**config.mk**
```make
export PLATFORM = sky130hd
export DESIGN_NAME = ctrl
export DESIGN_NICKNAME = d
export VERILOG_FILES = /design/src/rtl/ctrl.sv
export SDC_FILE = /design/constraint.sdc
export NUM_CORES = 1
export LEC_CHECK = 0
export ABC_CLOCK_PERIOD_IN_PS = 2100
export CORE_MARGIN = 2
export CORE_UTILIZATION = 39
export DETAILED_ROUTE_END_ITERATION = 12
export GPL_ROUTABILITY_DRIVEN = 0
export PLACE_DENSITY = 0.82
export SLEW_MARGIN = 20
export SYNTH_ARGS = -nofsm -noshare
export SYNTH_HDL_FRONTEND = slang
export SYNTH_SLANG_ARGS = --single-unit
```
**constraint.sdc**
```tcl
create_clock -name clk -period 2.1 [get_ports clk]
set_input_delay 0.21 -clock clk [delete_from_list [all_inputs] [get_ports clk]]
set_output_delay 0.21 -clock clk [all_outputs]
set_load 0.005 [all_outputs]
```
**src/rtl/ctrl.sv**
```systemverilog
// ctrl: multi-cycle Moore control unit for the MIPS datapath.
// Walks each instruction through FETCH, DECODE and one to three execution
// states. Outputs are combinational from the current state, op/funct and
// the ALU zero flag, and are all forced low while rst is asserted.
module ctrl (
  input  logic       clk,
  input  logic       rst,
  input  logic [5:0] op,
  input  logic [5:0] funct,
  input  logic       zero,
  output logic       PCWr,
  output logic       IRWr,
  output logic [2:0] NpcSel,
  output logic       RegWr,
  output logic [1:0] RegDst,
  output logic [1:0] WdSel,
  output logic       ALUSrc,
  output logic [2:0] ALUOp,
  output logic [1:0] ExtOp,
  output logic       MemWr,
  output logic [3:0] state_o
);

  // Opcodes
  localparam logic [5:0] OP_RTYPE = 6'h00;
  localparam logic [5:0] OP_J     = 6'h02;
  localparam logic [5:0] OP_JAL   = 6'h03;
  localparam logic [5:0] OP_BEQ   = 6'h04;
  localparam logic [5:0] OP_ADDIU = 6'h09;
  localparam logic [5:0] OP_ORI   = 6'h0D;
  localparam logic [5:0] OP_LUI   = 6'h0F;
  localparam logic [5:0] OP_LW    = 6'h23;
  localparam logic [5:0] OP_SW    = 6'h2B;

  // R-type function codes
  localparam logic [5:0] FN_JR    = 6'h08;
  localparam logic [5:0] FN_ADDU  = 6'h21;
  localparam logic [5:0] FN_SUBU  = 6'h23;
  localparam logic [5:0] FN_SLT   = 6'h2A;

  typedef enum logic [3:0] {
    S_FETCH  = 4'd0,
    S_DECODE = 4'd1,
    S_MEMADR = 4'd2,
    S_MEMRD  = 4'd3,
    S_MEMWB  = 4'd4,
    S_MEMWR  = 4'd5,
    S_EXE    = 4'd6,
    S_ALUWB  = 4'd7,
    S_BRANCH = 4'd8,
    S_JUMP   = 4'd9
  } state_t;

  state_t state_q, state_d;

  logic is_rtype, is_r_alu, is_jr, is_i_alu, is_mem, is_jump;
  logic       exe_alusrc;
  logic [2:0] exe_aluop;
  logic [1:0] exe_extop;

  assign state_o = state_q;

  // Instruction class decode from the registered instruction word
  always_comb begin
    is_rtype = (op == OP_RTYPE);
    is_r_alu = is_rtype && ((funct == FN_ADDU) || (funct == FN_SUBU) ||
                            (funct == FN_SLT));
    is_jr    = is_rtype && (funct == FN_JR);
    is_i_alu = (op == OP_ADDIU) || (op == OP_ORI) || (op == OP_LUI);
    is_mem   = (op == OP_LW) || (op == OP_SW);
    is_jump  = (op == OP_J) || (op == OP_JAL) || is_jr;
  end

  // ALU operand/operation selection shared by EXE and ALUWB so the ALU
  // result stays stable through the write-back cycle
  always_comb begin
    exe_alusrc = 1'b0;
    exe_aluop  = 3'b000;
    exe_extop  = 2'b00;
    if (is_rtype) begin
      unique case (funct)
        FN_SUBU: exe_aluop = 3'b001;
        FN_SLT:  exe_aluop = 3'b011;
        default: exe_aluop = 3'b000;
      endcase
    end else begin
      exe_alusrc = 1'b1;
      unique case (op)
        OP_ORI: begin exe_aluop = 3'b010; exe_extop = 2'b00; end
        OP_LUI: begin exe_aluop = 3'b100; exe_extop = 2'b10; end
        default: begin exe_aluop = 3'b000; exe_extop = 2'b01; end
      endcase
    end
  end

  // Next-state selection
  always_comb begin
    state_d = S_FETCH;
    unique case (state_q)
      S_FETCH:  state_d = S_DECODE;
      S_DECODE: begin
        if (is_mem)                     state_d = S_MEMADR;
        else if (is_r_alu || is_i_alu)  state_d = S_EXE;
        else if (op == OP_BEQ)          state_d = S_BRANCH;
        else if (is_jump)               state_d = S_JUMP;
        else                            state_d = S_FETCH;
      end
      S_MEMADR: state_d = (op == OP_LW) ? S_MEMRD : S_MEMWR;
      S_MEMRD:  state_d = S_MEMWB;
      S_EXE:    state_d = S_ALUWB;
      default:  state_d = S_FETCH;
    endcase
  end

  // State register; async reset parks the machine in FETCH
  always_ff @(posedge clk or negedge rst) begin
    if (!rst) state_q <= S_FETCH;
    else      state_q <= state_d;
  end

  // Moore output decode; everything held low while in reset so no PC/IR
  // or architectural write can happen until reset is released
  always_comb begin
    PCWr   = 1'b0;
    IRWr   = 1'b0;
    NpcSel = 3'b000;
    RegWr  = 1'b0;
    RegDst = 2'b00;
    WdSel  = 2'b00;
    ALUSrc = 1'b0;
    ALUOp  = 3'b000;
    ExtOp  = 2'b00;
    MemWr  = 1'b0;
    if (rst) begin
      unique case (state_q)
        S_FETCH: begin
          IRWr = 1'b1;
          PCWr = 1'b1;
        end
        S_MEMADR: begin
          ALUSrc = 1'b1;
          ExtOp  = 2'b01;
        end
        S_MEMWB: begin
          RegWr = 1'b1;
          WdSel = 2'b01;
        end
        S_MEMWR: MemWr = 1'b1;
        S_EXE: begin
          ALUSrc = exe_alusrc;
          ALUOp  = exe_aluop;
          ExtOp  = exe_extop;
        end
        S_ALUWB: begin
          ALUSrc = exe_alusrc;
          ALUOp  = exe_aluop;
          ExtOp  = exe_extop;
          RegWr  = 1'b1;
          RegDst = is_rtype ? 2'b01 : 2'b00;
        end
        S_BRANCH: begin
          ALUOp  = 3'b001;
          NpcSel = 3'b001;
          PCWr   = zero;
        end
        S_JUMP: begin
          PCWr = 1'b1;
          if (is_jr) begin
            NpcSel = 3'b011;
          end else begin
            NpcSel = 3'b010;
            if (op == OP_JAL) begin
              RegWr  = 1'b1;
              RegDst = 2'b10;
              WdSel  = 2'b10;
            end
          end
        end
        default: ;
      endcase
    end
  end

endmodule
```
==> impl_results.md <==
* I/O Pins at 36
* Fin nets at 166
* DR WL/cell at 15.7 um
* DR vias at 961
* Htree depth at 1
* GRT Util Overall at 28.8%
* Post-synth EDFFs at 0
* Vias per cell at 5.82
* Core Rows at 14
* Worst-path maximum fanout at 7
* Critical R2R Launch: state_o[2]$_DFF_PN0_
* Max FFs per register at 4
* Core area at 1470 um^2
* Worst setup margin at 80.8 ps
* Clk sinks at 4
* Number of remaining DRC errors at 0
* DR iter-0 viols at 48
* Pleak at 0.609 nW
* Die area at 1850 um^2
* R2R depth at 4
* Synth async-reset ratio at 100%
* Synthesized area at 592 um^2
* Post-synthesis cell type count at 40
* RR Endpoint: state_o[3]$_DFF_PN0_
* Max Cap Viol at 0
* Syn Nets at 102
* Synth Instances at 87
* DRT antenna net count at 0
* Largest net degree at the start of global routing at 13
* Peak VDD IR at 0.459 mV
* DRT Wirelength at 2590 um
* Ys Warns at 0
* Share of the yosys chip area belonging to registers at 16.9%
* Fmax at 0.495 GHz
* Area Growth Syn to Fin at 112%
* Internal reg-to-reg setup slack at 420 ps
* Initial antenna violation count at 0
* Pre-antenna DRT Iters at 4
* Ratio of final minimum period to clock period at 96.2%
* Die X at 43.0 um
* Global-route wire length before repair at 4040 um
* Element type at the critical path end: primary output
* CTS tree: done
* Die H at 43.0 um
* CTS max path bufs at 2
* Avg Synthesized Cell Area at 6.80 um^2
* Dpl hpwl at 1810 um
* Design area at 1250 um^2
* Filler Cell Count at 87
* Status: complete, no violations
* Most common cell after layout, fill and taps aside: buf_4
* Vias in the first global route at 960
* Port bufs at 34
* Fin crit period at 2020 ps
* End of the critical path: ALUOp[2]
* Total gr overflow at 0
* Pre-CTS setup slack at -222 ps
* Fin. Hold Viols at 0
* Clock skew at 7.41 ps
* Worst-Skew Late Latency at 250 ps
* Crit. Startpoint: state_o[3]$_DFF_PN0_
* Total CTS buffers at 3
* PD cells at 449 nW/um^2
* Startpoint Class: flip-flop
* Worst endpoint data arrival time at 1810 ps
* Ys flop type: dfrtp_1
* Share of cells above drive strength 1 at 36.9%
* Area of the multi-input gates at 543 um^2
* Hold WC Path Type: in -> async
* Final cell count without fillers at 165
* Inserted Diodes at 0
* Sequential cell area at 103 um^2
* Root buf cell: clkbuf_4
* Clk slew on worst S/H paths at 40 ps
* Seq cells post-synth at 4
* Worst EP required at 1890 ps
* Setup violators final at 0
* Final TNS setup at 0 ps
* Area after DPL at 1100 um^2
* Initial Util at 40.2%
* Final Max Tran Viols at 0
* Placed Instances at 156
* RSZ-0062 raised after global routing: false
* Most frequent cells in the layout: buf_4, clkdlybuf4s50_1, dlygate4sd2_1
* WS Path Type: reg -> out
how the worst min path moves through the flow:
stage / from / to / slack [ps] / cells past startpoint
2_1_floorplan: rst / state_o[0]$_DFF_PN0_ / -90 / 0
3_3_place_gp: rst / state_o[2]$_DFF_PN0_ / 520 / 2
3_5_place_dp: rst / state_o[2]$_DFF_PN0_ / 550 / 2
4_1_cts: rst / state_o[2]$_DFF_PN0_ / 280 / 2
5_1_grt: rst / state_o[0]$_DFF_PN0_ / 30 / 2
6_report: rst / state_o[2]$_DFF_PN0_ / 10 / 2
report_power, final:
| group | switching, mW | internal, mW | leakage, nW |
|---|---|---|---|
| sequential | 0.0144 | 0.0907 | 0.0500 |
| combinational | 0.175 | 0.179 | 0.545 |
| clock | 0.0400 | 0.0645 | 0.0138 |
through the flow:
step                      hold slack, ps  power (mW)  utilization (%)
after CTS                            284       0.545             81.2
after global placement               525       0.412             75.1
after global routing                25.3       0.598             85.3
after floorplan                    -85.6       0.262                -
final                               15.0       0.563             85.3
after detailed placement             550       0.420             75.1
metal layers:
| metal | routed length [um] | track usage, % |
|---|---|---|
| met1 | 954 | 30.7 |
| met2 | 1350 | 51.5 |
| met3 | 186 | 5.11 |
| met4 | 91 | 17.6 |
| met5 | 0 | 0 |
critical path, cell delays in order, from the launching register on:
cell and delay [ps]:
dfrtp_2 450, nor2b_2 210, nand3_1 150, nor3_1 210, clkdlybuf4s50_1 530
area by class of cell:
class / instances / share of cell area, %
repair buffers: 63 / 43.7
flip-flops and latches: 4 / 8.18
inverters: 5 / 1.50
clock buffers: 3 / 1.79
well taps: 16 / 1.60
multi-input cells: 74 / 43.3
synthesized netlist by cell type (2+ instances only):
library cell	n	area [um^2]
nor2_1	10	37.5
nor3_1	8	40.0
nand2_1	7	26.3
dfrtp_1	4	100
inv_1	4	15.0
nand3_1	4	20.0
a21oi_1	3	15.0
nand2b_1	3	18.8
nor2b_1	3	18.8
nor4_1	3	18.8
o21ai_0	3	15.0
a31oi_1	2	12.5
and3_1	2	12.5
clkbuf_1	2	7.51
nor3b_1	2	15.0
nor4b_1	2	17.5
or3_1	2	12.5
kinds of logic after synthesis:
logic type             share of synthesized area, %
other                                         0.634
buffers and inverters                          6.55
AND/OR/NAND/NOR                                50.5
AO/OA/AOI/OAI                                  23.9
flip-flops                                     16.9
XOR/XNOR                                       1.48
repair_timing:
| action | CTS | global route |
|---|---|---|
| gates resized for setup | 24 | 18 |
| endpoints found under the setup margin | 11 | 6 |
| hold buffers | 0 | 0 |
| buffers inserted | 4 | 2 |
| cloned | 0 | 0 |
| pin swaps | 4 | 4 |
(Power assumes the default switching activity.)
